**config.mk**
```make
export PLATFORM = sky130hd
export DESIGN_NAME = mac_tx_framer
export DESIGN_NICKNAME = d
export VERILOG_FILES = /design/src/rtl/mac_pkg.sv /design/src/rtl/mac_crc32_serial.sv /design/src/rtl/mac_tx_framer.sv
export SDC_FILE = /design/constraint.sdc
export NUM_CORES = 1
export LEC_CHECK = 0
export BUFFER_PORTS_ARGS = -buffer_cell sky130_fd_sc_hd__clkbuf_2
export CORE_MARGIN = 1.5
export CORE_UTILIZATION = 56
export DETAILED_ROUTE_END_ITERATION = 16
export PLACE_DENSITY = 0.83
export SYNTH_ARGS = -nofsm -noshare
export SYNTH_HDL_FRONTEND = slang
export SYNTH_SLANG_ARGS = --single-unit
export TNS_END_PERCENT = 30
```
**constraint.sdc**
```tcl
create_clock -name clk_i -period 2.9 [get_ports clk_i]
set_input_delay 0.725 -clock clk_i [delete_from_list [all_inputs] [get_ports clk_i]]
set_output_delay 0.725 -clock clk_i [all_outputs]
set_load 0.005 [all_outputs]
```
**src/rtl/mac_pkg.sv**
```systemverilog
// Shared MAC definitions: transmit state encoding and CRC/framing constants.
package mac_pkg;

    typedef enum logic [2:0] {
        IDLE,
        PRE,
        SFD,
        DATA,
        PAD,
        FCS,
        IFG
    } tx_state_t;

    localparam logic [31:0] CRC32_POLY = 32'h04C1_1DB7;
    localparam logic [31:0] CRC32_INIT = 32'hFFFF_FFFF;
    localparam logic [7:0]  PRE_BYTE   = 8'h55;
    localparam logic [7:0]  SFD_BYTE   = 8'hD5;

endpackage

```
**src/rtl/mac_crc32_serial.sv**
```systemverilog
// Bit-serial CRC-32 (Galois form, MSB-aligned register); shared by the TX framer and RX checker.
module mac_crc32_serial
    import mac_pkg::*;
(
    input  logic        i_clk,
    input  logic        i_rst_n,
    input  logic        i_init,
    input  logic        i_en,
    input  logic        i_bit,
    output logic [31:0] o_crc
);

    logic [31:0] r_crc;

    always_ff @(posedge i_clk or negedge i_rst_n) begin
        if (!i_rst_n) begin
            r_crc <= CRC32_INIT;
        end else if (i_init) begin
            r_crc <= CRC32_INIT;
        end else if (i_en) begin
            r_crc <= {r_crc[30:0], 1'b0} ^ ((r_crc[31] ^ i_bit) ? CRC32_POLY : '0);
        end
    end

    assign o_crc = r_crc;

endmodule

```
**src/rtl/mac_tx_framer.sv**
```systemverilog
// Ethernet MAC transmit framer: preamble, SFD, data, padding, FCS and IFG, serialised LSB-first.
module mac_tx_framer
    import mac_pkg::*;
#(
    parameter int CLK_DIV   = 2,
    parameter int LEN_W     = 11,
    parameter int MIN_FRAME = 60,
    parameter int PRE_BYTES = 7,
    parameter int IFG_BITS  = 96
) (
    input  logic             clk_i,
    input  logic             rst_ni,
    input  logic             start_i,
    input  logic [LEN_W-1:0] len_i,
    input  logic             abort_i,
    output logic             busy_o,
    input  logic [7:0]       data_i,
    input  logic             data_valid_i,
    output logic             data_ready_o,
    output logic             txen_o,
    output logic             txd_o,
    output logic             done_o,
    output logic             underrun_o
);

    localparam int DIV_W = (CLK_DIV > 1) ? $clog2(CLK_DIV) : 1;
    localparam int CNT_W = ($clog2(IFG_BITS) > 5) ? $clog2(IFG_BITS) : 5;
    localparam int LW1   = LEN_W + 1;

    localparam logic [DIV_W-1:0] DIV_LAST = DIV_W'(CLK_DIV - 1);
    localparam logic [CNT_W-1:0] IFG_LAST = CNT_W'(IFG_BITS - 1);
    localparam logic [LEN_W:0]   PRE_LAST = LW1'(PRE_BYTES - 1);
    localparam logic [LEN_W:0]   MIN_LEN  = LW1'(MIN_FRAME);

    tx_state_t        r_state, w_state_nxt;
    logic [DIV_W-1:0] r_div;
    logic [CNT_W-1:0] r_cnt, w_cnt_nxt;
    logic [LEN_W:0]   r_byte_cnt, w_byte_nxt;
    logic [LEN_W:0]   r_acc_cnt;
    logic [LEN_W-1:0] r_len;
    logic [7:0]       r_shift, w_shift_nxt;
    logic [7:0]       r_hold;
    logic             r_full;
    logic             r_done, w_done_nxt;

    logic             w_tick, w_ready, w_xfer, w_avail;
    logic             w_crc_init, w_crc_en, w_load, w_flush, w_underrun;
    logic [7:0]       w_byte_in;
    logic [LEN_W:0]   w_byte_inc, w_data_sent, w_len_ext;
    logic [31:0]      w_crc;
    logic [4:0]       w_fcs_idx;
    logic             w_txd;

    assign w_tick      = (r_div == DIV_LAST);
    assign w_len_ext   = {1'b0, r_len};
    assign w_byte_inc  = r_byte_cnt + 1'b1;
    assign w_data_sent = (r_state == DATA) ? w_byte_inc : '0;
    assign w_ready     = !r_full && (r_acc_cnt < w_len_ext) &&
                         (r_state == PRE || r_state == SFD || r_state == DATA);
    assign w_xfer      = data_valid_i && w_ready;
    // A byte arriving in the boundary cycle itself is forwarded straight to the shifter.
    assign w_avail     = r_full || w_xfer;
    assign w_byte_in   = r_full ? r_hold : data_i;
    assign w_fcs_idx   = 5'd31 - r_cnt[4:0];

    always_comb begin
        w_state_nxt = r_state;
        w_cnt_nxt   = r_cnt;
        w_byte_nxt  = r_byte_cnt;
        w_shift_nxt = r_shift;
        w_done_nxt  = 1'b0;
        w_crc_init  = 1'b0;
        w_crc_en    = 1'b0;
        w_load      = 1'b0;
        w_flush     = 1'b0;
        w_underrun  = 1'b0;
        case (r_state)
            IDLE: if (start_i) begin
                w_state_nxt = PRE;
                w_cnt_nxt   = '0;
                w_byte_nxt  = '0;
                w_shift_nxt = PRE_BYTE;
                w_crc_init  = 1'b1;
            end
            IFG: if (w_tick) begin
                if (r_cnt == IFG_LAST) begin
                    w_state_nxt = IDLE;
                    w_cnt_nxt   = '0;
                    w_done_nxt  = 1'b1;
                end else begin
                    w_cnt_nxt = r_cnt + 1'b1;
                end
            end
            default: if (abort_i) begin
                w_state_nxt = IFG;
                w_cnt_nxt   = '0;
                w_flush     = 1'b1;
            end else if (w_tick) begin
                if (r_state == FCS) begin
                    if (r_cnt[4:0] == 5'd31) begin
                        w_state_nxt = IFG;
                        w_cnt_nxt   = '0;
                    end else begin
                        w_cnt_nxt = r_cnt + 1'b1;
                    end
                end else begin
                    w_crc_en = (r_state == DATA) || (r_state == PAD);
                    if (r_cnt[2:0] != 3'd7) begin
                        w_cnt_nxt   = r_cnt + 1'b1;
                        w_shift_nxt = {1'b0, r_shift[7:1]};
                    end else begin
                        w_cnt_nxt = '0;
                        if (r_state == PRE) begin
                            if (r_byte_cnt == PRE_LAST) begin
                                w_state_nxt = SFD;
                                w_byte_nxt  = '0;
                                w_shift_nxt = SFD_BYTE;
                            end else begin
                                w_byte_nxt  = w_byte_inc;
                                w_shift_nxt = PRE_BYTE;
                            end
                        end else if (r_state == PAD) begin
                            w_byte_nxt  = w_byte_inc;
                            w_shift_nxt = '0;
                            if (w_byte_inc == MIN_LEN) w_state_nxt = FCS;
                        end else begin
                            w_byte_nxt = w_data_sent;
                            if (w_data_sent == w_len_ext) begin
                                w_shift_nxt = '0;
                                w_state_nxt = (w_len_ext < MIN_LEN) ? PAD : FCS;
                            end else if (w_avail) begin
                                w_state_nxt = DATA;
                                w_shift_nxt = w_byte_in;
                                w_load      = 1'b1;
                            end else begin
                                w_state_nxt = IFG;
                                w_underrun  = 1'b1;
                            end
                        end
                    end
                end
            end
        endcase
    end

    always_ff @(posedge clk_i or negedge rst_ni) begin
        if (!rst_ni) begin
            r_state    <= IDLE;
            r_cnt      <= '0;
            r_byte_cnt <= '0;
            r_shift    <= '0;
            r_done     <= 1'b0;
        end else begin
            r_state    <= w_state_nxt;
            r_cnt      <= w_cnt_nxt;
            r_byte_cnt <= w_byte_nxt;
            r_shift    <= w_shift_nxt;
            r_done     <= w_done_nxt;
        end
    end

    always_ff @(posedge clk_i or negedge rst_ni) begin
        if (!rst_ni) begin
            r_div     <= '0;
            r_len     <= '0;
            r_acc_cnt <= '0;
            r_hold    <= '0;
            r_full    <= 1'b0;
        end else begin
            if (r_state == IDLE || w_flush || w_tick) r_div <= '0;
            else                                      r_div <= r_div + 1'b1;

            if (r_state == IDLE && start_i) begin
                r_len     <= len_i;
                r_acc_cnt <= '0;
            end else if (w_xfer) begin
                r_acc_cnt <= r_acc_cnt + 1'b1;
            end

            if (w_flush || w_load) begin
                r_full <= 1'b0;
            end else if (w_xfer) begin
                r_full <= 1'b1;
                r_hold <= data_i;
            end
        end
    end

    mac_crc32_serial u_crc (
        .i_clk   (clk_i),
        .i_rst_n (rst_ni),
        .i_init  (w_crc_init),
        .i_en    (w_crc_en),
        .i_bit   (r_shift[0]),
        .o_crc   (w_crc)
    );

    always_comb begin
        case (r_state)
            PRE, SFD, DATA, PAD: w_txd = r_shift[0];
            FCS:                 w_txd = ~w_crc[w_fcs_idx];
            default:             w_txd = 1'b0;
        endcase
    end

    assign busy_o       = (r_state != IDLE);
    assign txen_o       = (r_state != IDLE) && (r_state != IFG);
    assign txd_o        = w_txd;
    assign data_ready_o = w_ready;
    assign done_o       = r_done;
    assign underrun_o   = w_underrun;

endmodule

```
==> results of run 1 <==
## routing by layer
| metal | up-vias | share of wire [%] | GRT usage, % |
|---|---|---|---|
| li1 | 2449 | - | - |
| met1 | 2584 | 42 | 37.0 |
| met2 | 211 | 49 | 47.3 |
| met3 | 43 | 6.0 | 4.78 |
| met4 | 0 | 3.0 | 9.17 |
| met5 | - | 0 | 0 |
## cell usage after synthesis, types with 3 or more instances
cell       instances
a21o_1             3
and2_1             5
inv_1             24
xor2_1             8
nor2_1            53
mux2i_1           10
nand2b_1          11
nor4_1             6
o211ai_1          12
nor2b_1            4
a31oi_1            4
nor3_1            21
a21oi_1           21
buf_2              6
mux4_2            10
or3_1              8
o31ai_1            3
a221o_1            4
o21ai_1            4
a32oi_1            3
xnor2_1           27
dfrtp_1           64
o21a_1             3
and3_1             5
a211oi_1           3
mux2_4             8
nand4_1            9
o21ai_0           74
dfstp_2           32
buf_1              4
o2111ai_1          5
ha_1              16
nand2_1           96
nand3_1           14
clkbuf_1          29
## timing repair
action | 4_1_cts | 5_1_grt
hold buffers | 0 | 0
setup buffers | 11 | 6
pin swaps | 7 | 17
setup endpoints to repair | 4 | 23
gates cloned | 0 | 1
resized for setup | 14 | 32
## cell usage in the layout, fill, tap and decap left out, drive strengths merged, types with 3 or more instances in the layout
cell type,n
nor4,6
a21oi,21
mux2i,10
clkbuf,38
and3,5
nand4,11
nand2b,11
nand2,96
a21o,3
a211oi,3
xnor2,27
ha,16
o21a,3
dfrtp,64
mux2,8
nor3,22
nand3,15
a31oi,4
inv,29
mux4,10
o211ai,13
a221o,4
o2111ai,6
nor2,53
or3,9
nor2b,4
a32oi,3
buf,64
dfstp,32
and2,6
o31ai,3
xor2,8
o21ai,78
## path summary, 6_finish.rpt
check / startpoint / end / slack [ps]
worst max register to register: r_byte_cnt[6] / r_full / -260
worst max-delay path: r_byte_cnt[6] / underrun_o / -470
worst min-delay path: rst_ni / r_byte_cnt[9] / 260
min in group clk_i: u_crc.o_crc[17] / u_crc.o_crc[18] / 470
max in group asynchronous: rst_ni / u_crc.o_crc[3] / 1870
worst min register to register: u_crc.o_crc[17] / u_crc.o_crc[18] / 470
## power groups by stage
| stage | logic, mW | clock network [mW] | registers [mW] |
|---|---|---|---|
| after floorplan | 2.04 | 0 | 2.30 |
| after detailed placement | 2.71 | 0 | 2.42 |
| final | 2.93 | 0.874 | 2.44 |
| after CTS | 2.77 | 0.886 | 2.41 |
| after global routing | 3.23 | 0.944 | 2.50 |
| after global placement | 2.62 | 0 | 2.38 |
## sequential cells by signal, indices dropped and copies added (netlist names)
name	count
r_acc_cnt	12
r_full	1
r_shift	8
r_len	11
done_o	1
r_byte_cnt	12
r_cnt	7
r_div	1
r_state	3
r_hold	8
u_crc.o_crc	32
## cell type report
| type | instances | area [um2] | area share (%) |
|---|---|---|---|
| clock inverters | 6 | 48.8 | 0.697 |
| well taps | 136 | 170 | 2.43 |
| repair buffers | 92 | 702 | 10.0 |
| multi-input cells | 492 | 3400 | 48.6 |
| clock buffers | 10 | 138 | 1.97 |
| flip-flops and latches | 96 | 2440 | 34.9 |
| inverters | 25 | 93.8 | 1.34 |
## worst register-to-register path, stage by stage (launching register included)
cell,delay [ps]
dfrtp_1,420
nand4_4,150
or4_4,590
o2111ai_4,120
nor4_2,50
o32a_1,350
nand4_2,90
nand4_1,190
buf_4,210
buf_6,110
buf_6,100
buf_6,100
buf_6,100
buf_6,100
buf_6,100
buf_6,100
and3_4,160
## cells by family after synthesis
| family | Yosys count | synth area share, % |
|---|---|---|
| buffers and inverters | 67 | 4.68 |
| adder cells (fa/ha/maj) | 17 | 3.54 |
| XOR/XNOR | 35 | 5.16 |
| flip-flops | 96 | 41.1 |
| AND/OR/NAND/NOR | 258 | 21.4 |
| multiplexers | 28 | 7.50 |
| AO/OA/AOI/OAI | 154 | 16.5 |
==> metrics.cfg, run 1 <==
[timing]
finalSetupViolCount = 13
report.final.hold_viol_count = 0
fin_ws_ps = -472
timing.slew.headroom_pct = 17.6
finalCriticalPeriod_ps = 3370
period_share_pct = 116
max_freq_ghz = 0.297
finalSetupTns_ps = -1230
rsz0062_at_grt = true
skew_ps = 13.6
timing.hold.ws_ps = 263
worstMarginPinSlew_ps = 1240
drv_slew = 0

[drt]
vias = 5287
drtPass1Iterations = 5
wirelength_mm = 15.2
routed_via_density = 6.17
drtIter0Drc = 367
route.detailed.drc = 0
ant_nets = 0
detail_route.wl_per_cell_um = 17.8

[power]
p_clk_share_pct = 14.0
power_frac_comb_pct = 47.0
max-vdd-ir-drop_mv = 0.455
switchingPower_mw = 2.50
power_density_mw_per_mm2 = 892
leakage_nw = 2.97
swShare_pct = 40.0
p_int_mw = 3.75
p_total_mw = 6.25
pwr-share-seq_pct = 39.0

[floorplanning]
pin_count = 30
dieArea_mm2 = 0.0112
initial_utilization_pct = 57.5
core_mm2 = 0.0103
die_w_um = 106
die_h_um = 106
rows = 37

[grt]
antenna_found_initial = 0
grt-ovfl-total = 0
grt_use_total_pct = 28.1
grt_max_degree = 58
grt_pass1_wl_mm = 25.1
grt_pass1_vias = 5180

[status]
violations = setup timing
status = finished, violations left

[setup_path]
crit_family = simple AND/OR/NAND/NOR gates
worst_setup_path_start_kind = flip-flop
crit_cells = 9
endpoint_kind = output port
cp_max_fo = 4
slowest_delay_ps = 580
critical_path.cell_chain = nand4_4, or4_4, o2111ai_4, nor4_2, o32a_1, nand4_2, nand4_1, nor2_2, buf_2
crit_required_ps = 2170
worst_path_max_delay_cell = or4_4
rr_worst_depth = 16
cp.arrival_ps = 2650
critPathBufInv = 1
worstSetupPathType = reg -> out

[layout]
stdcell_area_mm2 = 0.00700
layout.nets = 756
drive_gt1_share_pct = 28.3
final.fill_count = 760
antennaDiodeCount = 0
fin_util_pct = 67.8
instances_no_fill = 857
area_growth_pct = 17.9

[yosys]
yosysSeqAreaShare_pct = 41.1
synthFlopType = dfrtp_1
yosysTopAreaCellShare_pct = 27.0
synth-seq-cells = 96
async_flop_share_pct = 100
yosys_warnings = 0
synth_edf_count = 0
yosysUniqueCellTypes = 72
syn_area_per_cell_um2 = 9.07
syn_inst = 655
synth_area_leader_cell = dfrtp_1
yosys-top-cells-area = dfrtp_1 (27%), dfstp_2 (14%), o21ai_0 (6.2%), nand2_1 (6.1%), xnor2_1 (4.0%)
syn-num-nets = 695
synth_area_mm2 = 0.00594

[placed_design]
io_buffers = 29
gp_congestion = 0.928
place_area_mm2 = 0.00647
dp_slack_ps = -29.1
placed_cells = 824
dp_hpwl_mm = 10.2

[clocking]
clock_sinks = 96
clockRootBuffer = clkbuf_8
clock_tree.buffer_depth = 2
clk_pin_slew_ps = 100
htreeDepth = 3
numCtsBuffers = 9
insertion_delay_ps = 390
cts_tree = yes

[flow_run]
maxCapViolCount = 0

[min_path]
min_path_type = in -> async

No activity file was read; power rests on OpenSTA's default activity.
==> inputs of run 2 (changes only) <==
CORE_UTILIZATION = 45   (was 56)
PLACE_DENSITY = 0.7   (was 0.83)
==> metrics.cfg, run 2 (synthesis gave the netlist of run 1 again) <==
[setup_path]
endpoint_kind = output port
worst_setup_path_start_kind = flip-flop
r2r-start = r_cnt[0]
crit_required_ps = 2170
worstSetupPathType = reg -> out
ff2ff_setup_slack_ps = 20
cp_max_fo = 5
timing.rr.end = r_state[2]
cp.arrival_ps = 2500
rr_worst_depth = 13

[timing]
timing.slew.headroom_pct = 18.7
fin_ws_ps = -322
finalCriticalPeriod_ps = 3220
worstMarginPinSlew_ps = 1220
finalSetupViolCount = 2
drv_slew = 0
max_freq_ghz = 0.310
skew_ps = 5.89
rsz0062_at_grt = true
finalSetupTns_ps = -602
period_share_pct = 111
report.final.hold_viol_count = 0
timing.hold.ws_ps = 321

[grt]
grt_use_total_pct = 21.9
grt_pass1_wl_mm = 24.8
grt_max_degree = 58
grt.met2_usage_pct = 35.8
antenna_found_initial = 0
grt_busiest_layer = met2
grt_use_met3_pct = 3.88
gr-usage-met1_pct = 29.0
grt-ovfl-total = 0
grt_pass1_vias = 5088

[floorplanning]
initial_utilization_pct = 46.7
rows = 41
die_h_um = 118
core_mm2 = 0.0127
pin_count = 30
die_w_um = 118
dieArea_mm2 = 0.0139

[power]
power_density_mw_per_mm2 = 917
p_total_mw = 6.51
p_int_mw = 4.06
max-vdd-ir-drop_mv = 0.391
swShare_pct = 37.6
leakage_nw = 2.98
power_frac_comb_pct = 43.5
switchingPower_mw = 2.45
pwr-share-seq_pct = 37.9
p_clk_share_pct = 18.6

[layout]
layout_commonest_cell = nand2_1
fin_util_pct = 55.8
largest_reg_flops = 32
antennaDiodeCount = 0
drive_gt1_share_pct = 26.8
instances_no_fill = 888
layout.nets = 751
stdcell_area_mm2 = 0.00710
area_growth_pct = 19.6
final_cell_mix = nand2_1 (95), o21ai_0 (71), dfrtp_1 (58)

[status]
status = finished, violations left
violations = setup timing

[clocking]
clk_pin_slew_ps = 70
htreeDepth = 3
clock_sinks = 96
clock_tree.buffer_depth = 2
cts_tree = yes
clockRootBuffer = clkbuf_16
ctsHoldBuffers = 0
insertion_delay_ps = 350
numCtsBuffers = 9

[drt]
drtPass1Iterations = 6
vias = 5176
drtIter0Drc = 468
ant_nets = 0
routed_via_density = 5.83
wirelength_mm = 15.0
route.detailed.drc = 0
detail_route.wl_per_cell_um = 16.9

[min_path]
min_path_type = in -> async

[placed_design]
placed_cells = 863
place_area_mm2 = 0.00653
dp_slack_ps = -26.0
dp_hpwl_mm = 10.4
io_buffers = 29
gp_congestion = 0.908

[flow_run]
maxCapViolCount = 0

run 2: cell types whose count changed in the layout (fill, tap and decap cells not counted), sizes merged:
cell      previous run  this run
bufinv               0         1
buf                 64        60
clkinv               2         0
inv                 29        27
clkinvlp             0         2
run 2: worst max-delay path, cell delays in order, from the launching register on:
cell     delay [ps]
dfrtp_2         450
nand3_4         130
buf_6           150
or3_4           350
and2_4          180
o32ai_4         260
o32a_1          180
nand4_2         110
nand4_1         130
nor2_2           60
buf_2           130
run 2: power by group through the flow:
stage	sequential, mW	combinational, mW	clock (mW)
after floorplan	2.30	2.04	0
after global placement	2.42	2.61	0
after detailed placement	2.45	2.71	0
after CTS	2.44	2.77	1.23
after global routing	2.53	3.14	1.29
final	2.47	2.83	1.21
run 2: area by class of cell:
class	instances	area [um2]
Clock inverter	5	62.6
Clock buffer	11	233
Multi-Input combinational cell	492	3400
Inverter	25	93.8
Fill cell	1122	5620
Tap cell	172	215
Timing Repair Buffer	87	649
Sequential cell	96	2450
run 2: worst max path at each step:
stage	slack, ps	endpoint	start	cells past startpoint
6_report	-320	underrun_o	r_byte_cnt[1]	10
5_1_grt	-430	underrun_o	r_byte_cnt[4]	9
3_3_place_gp	50	underrun_o	r_byte_cnt[1]	9
3_5_place_dp	-30	underrun_o	r_byte_cnt[1]	9
2_1_floorplan	40	underrun_o	r_byte_cnt[5]	10
4_1_cts	-330	underrun_o	r_byte_cnt[4]	9
run 2: metal layers:
layer,wire [um],up-vias
li1,-,2436
met1,6630,2563
met2,7360,148
met3,683,29
met4,317,0
met5,0,-
run 2: timing repair:
| item | in CTS | in global routing |
|---|---|---|
| hold endpoints to repair | 0 | 0 |
| gates resized for setup | 17 | 24 |
| pin swaps | 6 | 11 |
| setup endpoints to repair | 10 | 23 |
| setup buffers | 4 | 4 |
| cloned | 0 | 1 |
==> inputs of run 3 (changes only) <==
PLACE_DENSITY = 0.62   (was 0.7)
==> metrics.cfg, run 3 (synthesis gave the netlist of run 1 again) <==
[status]
status = finished, violations left
violations = setup timing

[clocking]
cts_tree = yes
clk_pin_slew_ps = 70
numCtsBuffers = 9
insertion_delay_ps = 360
ctsHoldBuffers = 0
clock_sinks = 96
clock_tree.buffer_depth = 2
clockRootBuffer = clkbuf_16
htreeDepth = 3

[setup_path]
rr_worst_depth = 10
worstSetupPathType = reg -> out
worst_path_max_delay_cell = dfrtp_1
endpoint_kind = output port
ff2ff_setup_slack_ps = 50
cp_max_fo = 7
critPathBufInv = 2
critPathLaunch = r_byte_cnt[3]
crit_required_ps = 2170
cp.arrival_ps = 2520
critical_path.cell_chain = buf_4, nand2_1, or3_4, and2_4, o32ai_2, o32a_1, nand4_2, nand4_1, nor2_2, buf_2
slowest_delay_ps = 400
r2r-start = r_byte_cnt[3]
timing.rr.end = r_shift[4]
worst_setup_path_start_kind = flip-flop
endpoint = underrun_o
crit_cells = 10
crit_family = simple AND/OR/NAND/NOR gates

[grt]
grt_pass1_wl_mm = 24.9
grt-ovfl-total = 0
grt_max_degree = 58
grt_pass1_vias = 4935
grt_use_total_pct = 22.4
antenna_found_initial = 0

[placed_design]
io_buffers = 29
dp_slack_ps = -45.1
placed_cells = 868
dp_hpwl_mm = 10.8
place_area_mm2 = 0.00656
gp_congestion = 0.896

[power]
power_density_mw_per_mm2 = 911
p_total_mw = 6.40
max-vdd-ir-drop_mv = 0.424
leakage_nw = 2.99

[timing]
timing.slew.headroom_pct = 65.1
worstMarginPinSlew_ps = 524
skew_ps = 7.65
timing.hold.ws_ps = 320
period_share_pct = 112
finalSetupTns_ps = -540
finalCriticalPeriod_ps = 3250
max_freq_ghz = 0.308
report.final.hold_viol_count = 0
finalSetupViolCount = 2
fin_ws_ps = -348
rsz0062_at_grt = true
drv_slew = 0

[flow_run]
maxCapViolCount = 0

[drt]
route.detailed.drc = 0
drtIter0Drc = 396
wirelength_mm = 15.3
vias = 5104
drtPass1Iterations = 5
ant_nets = 0
routed_via_density = 5.71
detail_route.wl_per_cell_um = 17.1

[floorplanning]
die_w_um = 118
pin_count = 30
die_h_um = 118
rows = 41
initial_utilization_pct = 46.7
core_mm2 = 0.0127
dieArea_mm2 = 0.0139

[layout]
drive_gt1_share_pct = 26.5
stdcell_area_mm2 = 0.00703
fin_util_pct = 55.2
layout_commonest_cell = nand2_1
antennaDiodeCount = 0
layout.nets = 757
instances_no_fill = 894
largest_reg_flops = 32
area_growth_pct = 18.3
final_cell_mix = nand2_1 (96), o21ai_0 (72), buf_4 (62)

[min_path]
min_path_type = in -> async

run 3: final cells by class:
type / instances / area (um2)
Timing Repair Buffer: 93 / 657
Clock buffer: 10 / 229
Multi-Input combinational cell: 492 / 3330
Clock inverter: 6 / 50.0
Inverter: 25 / 93.8
Tap cell: 172 / 215
Fill cell: 1162 / 5700
Sequential cell: 96 / 2450
run 3: repair_timing:
action                     in CTS  in global routing
setup buffers                   5                  5
pin swaps                       3                  9
gates resized for setup        15                 12
hold endpoints to repair        0                  0
setup endpoints to repair       6                  8
run 3: worst min path at each step:
stage / start / endpoint / cells past startpoint
6_report: rst_ni / r_byte_cnt[3] / 1
5_1_grt: rst_ni / r_byte_cnt[3] / 1
4_1_cts: rst_ni / r_byte_cnt[11] / 1
3_5_place_dp: u_crc.o_crc[29] / u_crc.o_crc[30] / 2
3_3_place_gp: u_crc.o_crc[13] / u_crc.o_crc[14] / 2
2_1_floorplan: rst_ni / done_o / 0
run 3: layer usage:
layer | routed length [um] | up-vias | track usage, %
met5 | 0 | - | 0
met4 | 274 | 0 | 9.07
met3 | 658 | 23 | 3.54
met2 | 7250 | 138 | 35.0
met1 | 7070 | 2498 | 31.2
li1 | - | 2445 | -
run 3: where the power goes:
part	leakage, nW	internal [mW]	switching (mW)
clock network	0.140	0.597	0.566
registers	1.15	2.00	0.424
logic	1.70	1.34	1.47
